**src/rtl/pong_game_ctrl.sv**
```systemverilog
// Pong game-flow controller: game FSM, balls-remaining counter and 2-digit BCD score.
// Optional bonus-ball logic is built only when PONG_BONUS_BALL_EN is defined.
module pong_game_ctrl #(
  parameter int BALLS      = 3,
  parameter int BONUS_HITS = 10
) (
  input  logic       clk,
  input  logic       reset,
  input  logic [1:0] btn,
  input  logic       hit,
  input  logic       miss,
  input  logic       timer_up,
  output logic       timer_start,
  output logic       gra_still,
  output logic [1:0] text_state,
  output logic [1:0] ball_cnt,
  output logic [3:0] dig0,
  output logic [3:0] dig1,
  output logic       bonus
);

  typedef enum logic [1:0] {
    NEWGAME = 2'd0,
    PLAY    = 2'd1,
    NEWBALL = 2'd2,
    OVER    = 2'd3
  } state_t;

  localparam logic [1:0] BALLS_L = 2'(BALLS);

  state_t     state, state_n;
  logic [1:0] ball_n;
  logic [3:0] dig0_n, dig1_n;
  logic       press;
  logic       bonus_hit;

  assign press = |btn;

`ifdef PONG_BONUS_BALL_EN
  logic [7:0] hit_cnt;
  logic       accept_hit;
  logic       clear_hits;

  assign accept_hit = (state == PLAY) && hit && !miss;
  assign clear_hits = (state == NEWGAME) && press;
  assign bonus_hit  = accept_hit && (hit_cnt == 8'(BONUS_HITS - 1));

  always_ff @(posedge clk or posedge reset) begin
    if (reset) begin
      hit_cnt <= '0;
      bonus   <= 1'b0;
    end else begin
      bonus <= bonus_hit;
      if (clear_hits)
        hit_cnt <= '0;
      else if (accept_hit)
        hit_cnt <= bonus_hit ? '0 : hit_cnt + 8'd1;
    end
  end
`else
  assign bonus_hit = 1'b0;
  assign bonus     = 1'b0;
`endif

  always_comb begin
    state_n     = state;
    ball_n      = ball_cnt;
    dig0_n      = dig0;
    dig1_n      = dig1;
    timer_start = 1'b0;
    case (state)
      NEWGAME: begin
        ball_n = BALLS_L;
        if (press) begin
          state_n = PLAY;
          dig0_n  = '0;
          dig1_n  = '0;
          ball_n  = BALLS_L - 2'd1;
        end
      end
      PLAY: begin
        if (miss) begin
          timer_start = 1'b1;
          if (ball_cnt == 2'd0) begin
            state_n = OVER;
          end else begin
            ball_n  = ball_cnt - 2'd1;
            state_n = NEWBALL;
          end
        end else if (hit) begin
          if (dig0 == 4'd9) begin
            dig0_n = '0;
            dig1_n = (dig1 == 4'd9) ? 4'd0 : dig1 + 4'd1;
          end else begin
            dig0_n = dig0 + 4'd1;
          end
          if (bonus_hit && (ball_cnt < BALLS_L))
            ball_n = ball_cnt + 2'd1;
        end
      end
      NEWBALL: begin
        if (timer_up && press)
          state_n = PLAY;
      end
      OVER: begin
        if (timer_up) begin
          state_n = NEWGAME;
          ball_n  = BALLS_L;
        end
      end
      default: state_n = NEWGAME;
    endcase
  end

  always_ff @(posedge clk or posedge reset) begin
    if (reset) begin
      state    <= NEWGAME;
      ball_cnt <= BALLS_L;
      dig0     <= '0;
      dig1     <= '0;
    end else begin
      state    <= state_n;
      ball_cnt <= ball_n;
      dig0     <= dig0_n;
      dig1     <= dig1_n;
    end
  end

  assign text_state = state;
  assign gra_still  = (state != PLAY);

endmodule
```
**config.mk**
```make
export PLATFORM = sky130hd
export DESIGN_NAME = pong_game_ctrl
export DESIGN_NICKNAME = d
export VERILOG_FILES = /design/src/rtl/pong_game_ctrl.sv
export SDC_FILE = /design/constraint.sdc
export NUM_CORES = 1
export LEC_CHECK = 0
export CAP_MARGIN = 20
export CORE_MARGIN = 4
export CORE_UTILIZATION = 49
export CTS_CLUSTER_DIAMETER = 100
export DETAILED_ROUTE_END_ITERATION = 16
export HOLD_SLACK_MARGIN = 0.08
export PLACE_DENSITY = 0.82
export SLEW_MARGIN = 0
export SYNTH_ARGS = -nofsm -noshare
export SYNTH_HDL_FRONTEND = slang
export SYNTH_SLANG_ARGS = --single-unit
```
**constraint.sdc**
```tcl
create_clock -name clk -period 5.1 [get_ports clk]
set_input_delay 1.02 -clock clk [delete_from_list [all_inputs] [get_ports clk]]
set_output_delay 1.02 -clock clk [all_outputs]
set_load 0.03 [all_outputs]
```
### After elaboration in Yosys (flattened, before gate mapping)

Cells that the tools add are included.

| word-level totals | value |
|---|---|
| word-level logic and storage cells | 54 |
| input bits | 7 |
| bits in registers | 12 |

| operators by class | value |
|---|---|
| equality and inequality tests | 14 |
| $add $sub $neg | 3 |
| multiplexer cells | 23 |
| reduce and logical (&&, ||, !) cells | 10 |

Operators with widths:

| kind | number |
|---|---|
| $mux W4 | 8 |
| $ne A2 B2 Y1 const B | 8 |
| $pmux W4 S2 | 2 |
| $mux W2 | 7 |
| $reduce_and A4 Y1 | 3 |
| $add A4 B1 Y4 const B | 2 |
| $eq A4 B4 Y1 const B | 2 |
| $pmux W2 S4 | 1 |
| $pmux W2 S3 | 1 |
| $reduce_and A5 Y1 | 1 |
| $eq A2 B2 Y1 const B | 2 |
| $logic_not A2 Y1 | 2 |
| $mux W1 | 4 |
| $reduce_bool A3 Y1 | 1 |
| $eq A2 B1 Y1 const B | 1 |
| $ne A2 B1 Y1 const B | 1 |
| $reduce_bool A2 Y1 | 1 |
| $reduce_or A2 Y1 | 1 |
| $sub A2 B1 Y2 const B | 1 |
| $logic_and A1 B1 Y1 | 1 |

### Longest topological paths before layout

| logic depth | value |
|---|---|
| word-level depth | 6 |
| gate-level depth with buffers | 6 |

### Worst setup path before layout

Ideal clock, no wire load.

| timing path | value |
|---|---|
| path kind | input to output |
| from | input port miss |
| to | output port timer_start |
| stages | 1 |
| path slack | 2767 ps |
| required time | 4080 ps |
| path buffers | 0 |
| arrival time | 1313 ps |
| path through | and2_1 |

| between the ends | value |
|---|---|
| cells in the longest elaborated chain, start to end | 2 |

RTL lines:

| item | RTL line | source |
|---|---|---|
| start, declared | 11 | `input logic miss,` |
| $mux W1 | 82 | `if (miss) begin` |
| $mux W1 | 71 | `case (state)` |
| end, declared | 13 | `output logic timer_start,` |

No other way between the ends.

### Final worst setup path

Same ends and word-level chain as after synthesis.

==> results.json <==
{
  "drt_iter0_drc": 9,
  "synth_area_leaders": "dfrtp_1 33%, ha_1 8.3%, dfstp_2 7.0%, o32ai_4 3.7%, nand2b_1 3.3%",
  "syn-instance-count": 76,
  "fin_setup_tns_ns": 0,
  "seq_power_share_pct": 31.0,
  "switching_share_pct": 45.5,
  "worst-path-max-fanout": 4,
  "cp-end-kind": "primary output",
  "p_sw_mw": 0.277,
  "async_flop_share_pct": 100,
  "drtPass1Iterations": 4,
  "regArea_um2": 303,
  "ios": 22,
  "grt_max_degree": 13,
  "ys_seq_elements": 12,
  "yosysTopAreaCellShare_pct": 33.2,
  "cts-buffers-inserted": 3,
  "cts.repair.resized": 0,
  "drv_cap": 0,
  "ir_worst_vdd_mv": 0.310,
  "critical_path_arrival_ns": 2.35,
  "intPower_mw": 0.332,
  "clkSinkCount": 12,
  "worstSetupPathType": "in2out",
  "fin_crit_ns": 3.37,
  "gr-usage-met2_pct": 24.7,
  "start_util_pct": 55.1,
  "yosysWarnings": 0,
  "slew_violations": 0,
  "status": "finished, final reports clean",
  "final_common_cell": "clkdlybuf4s50_1",
  "leakage_nw": 0.419,
  "critPathLaunch": "miss",
  "n_antenna_cell": 0,
  "final_nets": 110,
  "dp_hpwl_um": 1170,
  "cellPowerDensity_mw_per_mm2": 618,
  "use_met1_pct": 23.7,
  "drc": 0,
  "grt_pass1_vias": 598,
  "design_area_um2": 986,
  "drive_above_1_share_pct": 10.3,
  "coreArea_mm2": 0.00137,
  "holdCritStartpoint": "dig0[2]",
  "gr-total-overflow": 0,
  "layout_common_cells": "20 x clkdlybuf4s50_1, 10 x dfrtp_1, 6 x nand2_1, 6 x inv_1, 5 x ha_1",
  "hold_viol": 0,
  "synth_flop_cell": "dfrtp_1",
  "insertion_delay_ns": 0.27,
  "die-area_mm2": 0.00223,
  "multiInputGateArea_um2": 402,
  "syn-cell-area_um2": 753,
  "dieWidth_um": 47.2,
  "wl_per_cell_um": 13.4,
  "antenna_found_initial": 0,
  "synth-edff-count": 0,
  "post_cts_buffers": 0,
  "htreeDepth": 1,
  "io_buffers": 20,
  "cts.clk_slew.worst_paths_ns": 0.07,
  "required_ns": 4.08,
  "synth_nets": 88,
  "rows": 13,
  "r2r-start": "text_state[1]",
  "area_growth_pct": 30.9,
  "p_clk_share_pct": 12.1,
  "cts_tree": "done",
  "p_comb_share_pct": 56.9,
  "n_fill_cell": 99,
  "synth_cell_types": 33,
  "busiest_layer": "met2",
  "hold_buffers": 0,
  "grt_usage_pct": 16.9,
  "rsz0062_at_grt": "no",
  "cts-root-buf": "clkbuf_4",
  "syn_area_per_cell_um2": 9.91,
  "synth_top_cell_by_area": "dfrtp_1",
  "postRouteWirelength_um": 1500,
  "setup_viol": 0,
  "final_antenna_net_count": 0,
  "place_area_um2": 950,
  "cp-start-kind": "primary input",
  "finalClockSkew_ns": 0.00716,
  "fmax_ghz": 0.296,
  "min_path_type": "reg2reg",
  "place_congestion": 0.822,
  "clockBufferDepth": 2,
  "chipHeight_um": 47.2,
  "grt_util_met3_pct": 3.45,
  "seq_area_frac_synth_pct": 40.2,
  "via_count": 597,
  "grt_pass1_wl_um": 2550,
  "finalCritPeriodShare_pct": 66.2,
  "via_per_inst": 5.33
}
## sequential cells by signal, summed over array words and instances, names as in the netlist
name,count
text_state,2
dig0,4
dig1,4
ball_cnt,2
## power groups by stage
| stage | clock [mW] | sequential [mW] | combinational [mW] |
|---|---|---|---|
| 2_1_floorplan | 0 | 0.239 | 0.187 |
| 3_3_place_gp | 0 | 0.190 | 0.344 |
| 3_5_place_dp | 0 | 0.191 | 0.349 |
| 4_1_cts | 0.0770 | 0.189 | 0.350 |
| 5_1_grt | 0.0815 | 0.199 | 0.378 |
| 6_report | 0.0737 | 0.189 | 0.347 |
## per-layer routing
metal / routed length, µm / vias to the layer above
met5: 0 / -
met4: 19 / 0
met3: 94 / 2
met2: 662 / 15
met1: 728 / 270
li1: - / 310
## worst max-delay path, stage by stage
cell and delay, ns:
clkdlybuf4s50_1 0.51, and2_1 0.16, clkdlybuf4s50_1 0.67
## per-stage QoR
| step | hold slack (ns) | setup WS, ns | instances | util [%] | power (mW) |
|---|---|---|---|---|---|
| after floorplan | 0.623 | 2.77 | 76 | - | 0.426 |
| after global placement | 0.531 | 1.75 | 108 | 69.5 | 0.534 |
| after detailed placement | 0.541 | 1.73 | 108 | 69.5 | 0.540 |
| after CTS | 0.567 | 1.72 | 112 | 72.2 | 0.617 |
| after global routing | 0.599 | 1.65 | 112 | 72.2 | 0.659 |
| final | 0.555 | 1.73 | 112 | 72.2 | 0.610 |
## path summary, 6_finish.rpt
check | depth (start not counted) | slack, ns | endpoint
setup / recovery | 3 | 1.73 | timer_start
hold / removal | 1 | 0.56 | dig0[2]
setup reg to reg | 5 | 3.32 | dig1[3]
hold reg to reg | 1 | 0.56 | dig0[2]
max in group asynchronous | 2 | 3.69 | ball_cnt[0]
min in group asynchronous | 2 | 1.06 | dig1[1]
## logic make-up (layout without fill, tap and decap cells)
family / Yosys count / in the layout / synth area share (%)
compound gates: 20 / 20 / 20.9
xor+xnor: 1 / 1 / 1.16
other cells: 1 / 1 / 0.498
flops: 12 / 12 / 40.2
buf+inv: 10 / 31 / 6.48
simple gates: 25 / 25 / 19.1
mux: 2 / 2 / 3.32
fa+ha+maj: 5 / 5 / 8.31
## cell type report
type / count / area share, %
Tap cell: 15 / 1.90
Multi-Input combinational cell: 54 / 40.7
Sequential cell: 12 / 30.7
Clock buffer: 4 / 3.68
Timing Repair Buffer: 20 / 20.3
Inverter: 7 / 2.66
## cells in the mapped netlist, drive strengths merged (2+ instances only)
| cell | number |
|---|---|
| dfrtp | 10 |
| inv | 7 |
| nand2 | 6 |
| ha | 5 |
| nand2b | 4 |
| o21ai | 4 |
| a21oi | 3 |
| buf | 3 |
| nand3 | 3 |
| nand3b | 3 |
| a21o | 2 |
| dfstp | 2 |
| nor2 | 2 |
| nor3 | 2 |
| nor3b | 2 |
| o21bai | 2 |
| o2bb2ai | 2 |
(Power assumes the default switching activity.)
